==> config.mk <==
export PLATFORM = sky130hd
export DESIGN_NAME = hdlc_rx_protocol_monitor
export DESIGN_NICKNAME = d
export VERILOG_FILES = /design/src/rtl/hdlc_rx_protocol_monitor.sv
export SDC_FILE = /design/constraint.sdc
export NUM_CORES = 1
export LEC_CHECK = 0
export ABC_AREA = 1
export CORE_MARGIN = 2
export CORE_UTILIZATION = 46
export CTS_BUF_LIST = sky130_fd_sc_hd__clkbuf_2
export DETAILED_ROUTE_END_ITERATION = 6
export GPL_TIMING_DRIVEN = 0
export PLACE_DENSITY = 0.7
export REMOVE_ABC_BUFFERS = 1
export SLEW_MARGIN = 20
export SYNTH_ARGS = -nofsm -noshare
export SYNTH_HDL_FRONTEND = slang
export SYNTH_SLANG_ARGS = --single-unit
==> constraint.sdc <==
create_clock -name Clk -period 3.2 [get_ports Clk]
set_input_delay 0.64 -clock Clk [delete_from_list [all_inputs] [get_ports Clk]]
set_output_delay 0.64 -clock Clk [all_outputs]
set_load 0.02 [all_outputs]
==> src/rtl/hdlc_rx_protocol_monitor.sv <==
// Purpose : HDLC Rx protocol checker; per channel it finds flag/abort patterns on Rx and checks the receiver's strobes.
// Latency : flag/abort strobes are checked FLAG_LATENCY/ABORT_LATENCY edges after the pattern, AbortSignal one edge after AbortDetect&&ValidFrame; status outputs are registered.
// Backpres: none; a passive observer that accepts every cycle, and the monitored receiver is never stalled.
//
// Ports:
//   Clk, Rst (sync, active-high), En (launch new checks), Clr (clear count and sticky status)
//   Rx, Rx_FlagDetect, Rx_AbortDetect, Rx_ValidFrame, Rx_AbortSignal : one bit per channel
//   ErrCnt  : saturating total violation count
//   ErrChan : sticky per-channel violation flags
//   ErrType : sticky {abort-signal, abort-detect, flag}
//   ErrNow  : at least one violation was seen at the previous edge
// Optional build macro HDLC_MON_FIRST_ERR_CAPTURE_EN adds FirstErrValid/Time/Chan/Type,
// which record the first violation since Rst or Clr against a free-running cycle counter.
module hdlc_rx_protocol_monitor #(
    parameter int CHANNELS      = 1,
    parameter int FLAG_LATENCY  = 2,
    parameter int ABORT_LATENCY = 1,
    parameter int CNT_W         = 16,
    localparam int CH_W         = (CHANNELS > 1) ? $clog2(CHANNELS) : 1
) (
    input  logic                Clk,
    input  logic                Rst,
    input  logic                En,
    input  logic                Clr,
    input  logic [CHANNELS-1:0] Rx,
    input  logic [CHANNELS-1:0] Rx_FlagDetect,
    input  logic [CHANNELS-1:0] Rx_AbortDetect,
    input  logic [CHANNELS-1:0] Rx_ValidFrame,
    input  logic [CHANNELS-1:0] Rx_AbortSignal,
    output logic [CNT_W-1:0]    ErrCnt,
    output logic [CHANNELS-1:0] ErrChan,
    output logic [2:0]          ErrType,
    output logic                ErrNow
`ifdef HDLC_MON_FIRST_ERR_CAPTURE_EN
    ,
    output logic                FirstErrValid,
    output logic [31:0]         FirstErrTime,
    output logic [CH_W-1:0]     FirstErrChan,
    output logic [2:0]          FirstErrType
`endif
);

    localparam int V_W   = $clog2(3 * CHANNELS + 1);
    localparam int SUM_W = CNT_W + V_W + 1;

    // Only the 7 most recent bits need storing; the 8th window bit is the live Rx.
    logic [6:0]          hist [CHANNELS];
    logic [CHANNELS-1:0] flagPipe  [FLAG_LATENCY];
    logic [CHANNELS-1:0] abortPipe [ABORT_LATENCY];
    logic [CHANNELS-1:0] sigPend;

    logic [CHANNELS-1:0] flagMatch, abortMatch, sigLaunch;
    logic [CHANNELS-1:0] flagViol, abortViol, sigViol, chanViol;
    logic [2:0]          typeViol;
    logic [V_W-1:0]      vCnt;
    logic [SUM_W-1:0]    sum;
    logic [CNT_W-1:0]    cntNext;

    always_comb begin
        logic [7:0] win;
        win        = '0;
        flagMatch  = '0;
        abortMatch = '0;
        vCnt       = '0;
        for (int c = 0; c < CHANNELS; c++) begin
            win           = {hist[c], Rx[c]};
            flagMatch[c]  = En && (win == 8'b0111_1110);
            abortMatch[c] = En && (win == 8'b0111_1111);
        end
        sigLaunch = {CHANNELS{En}} & Rx_AbortDetect & Rx_ValidFrame;

        flagViol  = flagPipe[FLAG_LATENCY-1]   & ~Rx_FlagDetect;
        abortViol = abortPipe[ABORT_LATENCY-1] & ~Rx_AbortDetect;
        sigViol   = sigPend & ~Rx_AbortSignal;
        chanViol  = flagViol | abortViol | sigViol;
        typeViol  = {|sigViol, |abortViol, |flagViol};

        for (int c = 0; c < CHANNELS; c++) begin
            vCnt = vCnt + V_W'(flagViol[c]) + V_W'(abortViol[c]) + V_W'(sigViol[c]);
        end

        // Clr restarts the count from this edge's violations rather than from zero.
        sum     = (Clr ? '0 : SUM_W'(ErrCnt)) + SUM_W'(vCnt);
        cntNext = (|sum[SUM_W-1:CNT_W]) ? '1 : sum[CNT_W-1:0];
    end

    always_ff @(posedge Clk) begin
        if (Rst) begin
            for (int c = 0; c < CHANNELS; c++) hist[c] <= '1;
            for (int i = 0; i < FLAG_LATENCY; i++)  flagPipe[i]  <= '0;
            for (int i = 0; i < ABORT_LATENCY; i++) abortPipe[i] <= '0;
            sigPend <= '0;
            ErrCnt  <= '0;
            ErrChan <= '0;
            ErrType <= '0;
            ErrNow  <= 1'b0;
        end else begin
            for (int c = 0; c < CHANNELS; c++) hist[c] <= {hist[c][5:0], Rx[c]};
            flagPipe[0] <= flagMatch;
            for (int i = 1; i < FLAG_LATENCY; i++)  flagPipe[i]  <= flagPipe[i-1];
            abortPipe[0] <= abortMatch;
            for (int i = 1; i < ABORT_LATENCY; i++) abortPipe[i] <= abortPipe[i-1];
            sigPend <= sigLaunch;
            ErrCnt  <= cntNext;
            ErrChan <= Clr ? chanViol : (ErrChan | chanViol);
            ErrType <= Clr ? typeViol : (ErrType | typeViol);
            ErrNow  <= |chanViol;
        end
    end

`ifdef HDLC_MON_FIRST_ERR_CAPTURE_EN
    logic [31:0]     cycleCnt;
    logic [CH_W-1:0] firstChan;
    logic [2:0]      firstType;

    // Walk from the top down so the lowest violating channel wins.
    always_comb begin
        firstChan = '0;
        firstType = '0;
        for (int c = CHANNELS - 1; c >= 0; c--) begin
            if (chanViol[c]) begin
                firstChan = CH_W'(c);
                firstType = {sigViol[c], abortViol[c], flagViol[c]};
            end
        end
    end

    always_ff @(posedge Clk) begin
        if (Rst) begin
            cycleCnt      <= '0;
            FirstErrValid <= 1'b0;
            FirstErrTime  <= '0;
            FirstErrChan  <= '0;
            FirstErrType  <= '0;
        end else begin
            cycleCnt <= cycleCnt + 32'd1;
            if ((|chanViol) && (Clr || !FirstErrValid)) begin
                FirstErrValid <= 1'b1;
                FirstErrTime  <= cycleCnt;
                FirstErrChan  <= firstChan;
                FirstErrType  <= firstType;
            end else if (Clr) begin
                FirstErrValid <= 1'b0;
                FirstErrTime  <= '0;
                FirstErrChan  <= '0;
                FirstErrType  <= '0;
            end
        end
    end
`endif

endmodule

==> metrics.cfg, run 1 <==
[outcome]
status = finished clean

[sta]
skew_ps = 9.025
final.min_clock_period_ps = 3053
worst_slew_pin_slew_ps = 1079
final.period_utilization = 0.9541
hold_ws_ps = 418.2
fin_ws_ps = 147.0
drv_slew = 0
fmax_mhz = 327.5
rsz0062_at_grt = false
finalSetupViolations = 0
slew_headroom = 0.2781
hold_viol_final = 0

[final_layout]
mostFrequentLayoutCells = nand2_1, inv_1, dfxtp_1, nor2_1, clkdlybuf4s50_1
fin_area_sq_mm = 0.002016
nNetsFinal = 269
n_fill_cell = 337
final_common_cell = nand2_1
drive_above_1_share = 0.1602
instances_no_fill = 302
syn_to_final_growth_pct = 19.96
num_antenna_cells = 0

[power]
power.total_w = 0.0006303
vdd_ir_drop_max_uv = 261.3
p_per_area_mw_per_mm2 = 312.7
p_leak_nw = 0.8323

[floorplanning]
dieArea_sq_mm = 0.004153
ios = 30
die_w_microns = 64.44
start_util = 0.4919
coreArea_sq_mm = 0.003416
die_y_microns = 64.44
rows = 21

[setup_path]
critPathCaptureType = flip-flop
worst-endpoint-arrival_ps = 3340
cp-start-kind = input port
required_ps = 3490
critical_path_class = input port to flip-flop
worstPathMaxFanout = 5

[clocking]
cts_buffer_depth = 2
cts-buffers-inserted = 5
worstSkewPairLatency_ps = 380
cts_tree = built
clk_pin_slew_ps = 170
cts.sinks = 32
clockRootBuffer = clkbuf_2
htreeDepth = 2

[route]
drt-vias-per-instance = 4.656
first_iter_violations = 54
wl_per_cell_microns = 10.46
postRouteAntennaNets = 0
wl_mm = 3.158
num_vias = 1406
remaining_drc_errors = 0
firstDrtPassIters = 4

[flow_run]
maxCapViolCount = 0

[placed_design]
io_buffers = 29
place_area_sq_mm = 0.001971
dpl.hpwl_mm = 2.348
dpl.cell_count = 294
gp_congestion = 0.7883
dp_worst_setup_slack_ps = -448.8

[synthesis]
synth-edff-count = 0
synth_area_leaders = dfxtp_1, nand2_1, inv_1
async_flop_share = 0
synthCells = 225
synth_largest_area_cell = dfxtp_1
synthFlopType = dfxtp_1
netlist_area_sq_mm = 0.001680
yosys_warnings = 0
avgSynthCellArea_sq_um = 7.468
synth-seq-cells = 32
synth.distinct_cells = 30
yosys.area.top_type_share = 0.3812
ys_seq_area_frac = 0.3812

[min_path]
hold_path.class = flip-flop to flip-flop

[global_routing]
grt-ovfl-total = 0
grtUsageTotal = 0.1666
grt_pass1_wl_mm = 5.313
grt_max_degree = 25
grt_pass1_vias = 1252
antenna_found_initial = 0

-- critical path, stage by stage --
cell and delay [ps]:
clkdlybuf4s50_1 470, inv_1 40, nand2_1 100, inv_1 70, fa_1 530, ha_1 160, inv_1 50, fa_1 400
nor2_1 170, nand2_2 130, inv_1 110, nand2_1 110, nor2_1 160, nand3_1 80, nand2_1 60, nor2_1 40
-- final timing paths --
check,from,end,slack (ps),cells after the start
min reg2reg,flagPipe[0][0]$_SDFF_PP0_,flagPipe[0][1]$_SDFF_PP0_,420,2
max,Rx_AbortDetect,ErrCnt[14]$_SDFF_PP0_,150,16
max reg2reg,abortPipe[0]$_SDFF_PP0_,ErrCnt[14]$_SDFF_PP0_,580,14
min,flagPipe[0][0]$_SDFF_PP0_,flagPipe[0][1]$_SDFF_PP0_,420,2
-- power breakdown --
group / switching, W / internal, W
logic: 0.0000194 / 0.0000127
registers: 0.00000119 / 0.000402
clock network: 0.000145 / 0.0000506
total: 0.000165 / 0.000465
-- cell families (layout without fill, tap and decap cells) --
logic type	Yosys count	count (layout)	synth area share
DFF	32	32	0.3812
and+or+nand+nor	117	117	0.3358
AOI/OAI and AO/OA	20	20	0.08712
xor gates and xnor gates	4	4	0.02085
adders and majority gates	5	5	0.04617
buffers and inverters	47	78	0.1288
-- cell type report --
type	instances	area [sq um]	area share
inverters	41	158.9	0.07883
multi-input cells	146	825.8	0.4097
clock buffers	5	25.02	0.01241
flip-flops and latches	32	640.6	0.3178
clock inverters	3	18.77	0.009311
well taps	46	57.56	0.02855
repair buffers	29	289.0	0.1434
-- state kept, by name, summed over array words and instances (netlist names) --
| register | cells |
|---|---|
| abortPipe | 1 |
| ErrCnt | 16 |
| sigPend | 1 |
| ErrNow | 1 |
| ErrChan | 1 |
| flagPipe | 2 |
| hist | 7 |
| ErrType | 3 |
-- metal layers --
| layer | up-vias | track usage | part of all wire |
|---|---|---|---|
| li1 | 751 | - | - |
| met1 | 623 | 0.2055 | 0.48 |
| met2 | 27 | 0.2721 | 0.45 |
| met3 | 5 | 0.05729 | 0.051 |
| met4 | 0 | 0.05585 | 0.017 |
| met5 | - | 0 | 0 |
-- cells in the mapped netlist, types with 3 or more instances --
cell,instances
a21oi_1,5
a21oi_2,9
dfxtp_1,32
ha_1,3
inv_1,37
nand2_1,44
nand2_4,3
nand3_1,17
nand3_2,4
nand4_1,5
nor2_1,30
nor2_2,4
o21ai_0,3
or2_2,6
xor2_1,3
-- what timing repair did --
action	in CTS	in global routing
endpoints found under the hold margin	0	0
setup buffers	0	0
endpoints found under the setup margin	1	2
gates resized for setup	1	1
hold buffers	0	0
-- per-stage QoR --
| stage | TNS (ps) | utilization |
|---|---|---|
| after floorplan | 0 | - |
| after global placement | -5336 | 0.5769 |
| after detailed placement | -5798 | 0.5769 |
| after CTS | 0 | 0.5894 |
| after global routing | 0 | 0.5901 |
| final | 0 | 0.5901 |
Note: power is estimated with default switching activity, not from simulation.
==> run 2: changes to the inputs <==
Settings changed: CORE_MARGIN 2 to not set, MAX_ROUTING_LAYER set to met4.
==> run 2 against run 1 <==
Largest power group unchanged. Maximum frequency rose by 3.1%. Critical path depth stayed put. Clock power grew 8%. Combinational power fell by 4%. Critical path type unchanged. Power increased by 2.2%. Largest cell class unchanged. Flip-flop and latch count unchanged. Sequential share of layout area down 0.079 points. Register-to-register slack improved by 90 ps. Utilization up 0.15 points.
==> metrics.cfg, run 2 (synthesis results as in run 1) <==
[sta]
worst_slew_pin_slew_ps = 518.7
fmax_mhz = 337.8
tns_ps = 0
drv_slew = 0
slew_headroom = 0.6542
hold_viol_final = 0
skew_ps = 7.281
final.min_clock_period_ps = 2961
finalSetupViolations = 0
final.period_utilization = 0.9252

[setup_path]
slowest_delay_ps = 530
critPathCaptureType = flip-flop
crit_top_cell = inv_1
critical_path_class = input port to flip-flop
required_ps = 3500
cp-start-kind = input port
cp_cell_sequence = clkdlybuf4s50_1 -> inv_1 -> nand2_1 -> inv_1 -> fa_1 -> ha_1 -> inv_1 -> fa_1 -> nor2_2 -> nand2_2 -> inv_1 -> nand2_1 -> nor2_2 -> nand3_1 -> nand2_1 -> nor2_1
worstPathMaxFanout = 5
worst-endpoint-arrival_ps = 3260
worst_path_max_delay_cell = fa_1

[global_routing]
antenna_found_initial = 0
grt_pass1_wl_mm = 5.623
grtUsageTotal = 0.1896
grt_max_degree = 25
grt-ovfl-total = 0
grt_pass1_vias = 1283

[placed_design]
dpl.hpwl_mm = 2.256
dpl.cell_count = 294
gp_congestion = 0.7990
io_buffers = 29

[clocking]
hold_buffers = 0
cts-buffers-inserted = 5
cts.sinks = 32
clk_pin_slew_ps = 190
htreeDepth = 2
cts_buffer_depth = 2
worstSkewPairLatency_ps = 380
cts_tree = built
clockRootBuffer = clkbuf_2
post_cts_buffers = 0
cts_resized = 1

[power]
pwr-share-seq = 0.626
vdd_ir_drop_max_uv = 288.2
p_per_area_mw_per_mm2 = 318.7
p_sw_frac = 0.2726
p_leak_nw = 0.8347
switching_power_w = 0.0001756
p_int_w = 0.0004685
combPwrFrac = 0.048
power_frac_clock = 0.326

[floorplanning]
start_util = 0.4919
die_y_microns = 62.44
rows = 21
die_w_microns = 62.44
dieArea_sq_mm = 0.003899
coreArea_sq_mm = 0.003416
ios = 30

[route]
postRouteAntennaNets = 0
remaining_drc_errors = 0
firstDrtPassIters = 4
drt-vias-per-instance = 4.629
num_vias = 1398
wl_per_cell_microns = 10.26
first_iter_violations = 57
wl_mm = 3.098

[final_layout]
num_antenna_cells = 0
nNetsFinal = 269
mostFrequentLayoutCells = nand2_1, inv_1, dfxtp_1, nor2_1, clkdlybuf4s50_1
final_common_cell = nand2_1
largest_register_ffs = 16
reg.largest.list = ErrCnt: 16 flops, hist: 7 flops, ErrType: 3 flops
instances_no_fill = 302
regMostFlops = ErrCnt
syn_to_final_growth_pct = 20.25
drive_above_1_share = 0.1758

[outcome]
status = finished clean

[flow_run]
maxCapViolCount = 0

[min_path]
hold_path.class = flip-flop to flip-flop

[run 2: power by group through the flow]
stage,Clock [W],Sequential (W),Combinational (W)
2_1_floorplan,0,0.000412,0.0000100
3_3_place_gp,0,0.000411,0.0000330
3_5_place_dp,0,0.000411,0.0000328
4_1_cts,0.000217,0.000403,0.0000325
5_1_grt,0.000238,0.000404,0.0000349
6_report,0.000210,0.000403,0.0000310
[run 2: cell type report]
class | count | area (sq um)
repair buffers | 29 | 284.0
clock buffers | 5 | 25.02
flip-flops and latches | 32 | 640.6
clock inverters | 3 | 23.77
well taps | 46 | 57.56
multi-input cells | 146 | 830.8
fillers | 350 | 1395
inverters | 41 | 158.9
[run 2: final timing paths]
kind / start / end / slack, ps / cells after the start
worst max-delay path: Rx_AbortDetect / ErrCnt[14]$_SDFF_PP0_ / 240 / 16
worst max register to register: abortPipe[0]$_SDFF_PP0_ / ErrCnt[14]$_SDFF_PP0_ / 670 / 14
worst min-delay path: flagPipe[0][0]$_SDFF_PP0_ / flagPipe[0][1]$_SDFF_PP0_ / 450 / 2
worst min register to register: flagPipe[0][0]$_SDFF_PP0_ / flagPipe[0][1]$_SDFF_PP0_ / 450 / 2
[run 2: critical path: cells and delay by family]
kind	cells	cell delay [ps]
fa+ha+maj	3	1100
simple gates	8	760
buf+inv	5	740
[run 2: layer usage]
metal,GRT usage,part of all wire,up-vias,routed length (microns)
met5,-,0,-,0
met4,0.06977,0.019,0,58
met3,0.05474,0.046,8,143
met2,0.3016,0.47,29,1442
met1,0.2269,0.47,608,1453
li1,-,-,753,-
[run 2: per-stage QoR]
| step | worst slack, ps | hold slack, ps | cell area [sq um] | power, W | utilization |
|---|---|---|---|---|---|
| after global placement | -434.4 | 406.2 | 1971 | 0.0004443 | 0.5769 |
| after detailed placement | -436.6 | 411.0 | 1971 | 0.0004442 | 0.5769 |
| after floorplan | 472.9 | 388.3 | 1623 | 0.0004220 | - |
| after global routing | -3.870 | 475.4 | 2021 | 0.0006770 | 0.5916 |
| after CTS | 144.8 | 460.4 | 2018 | 0.0006528 | 0.5908 |
| final | 239.3 | 447.2 | 2021 | 0.0006441 | 0.5916 |
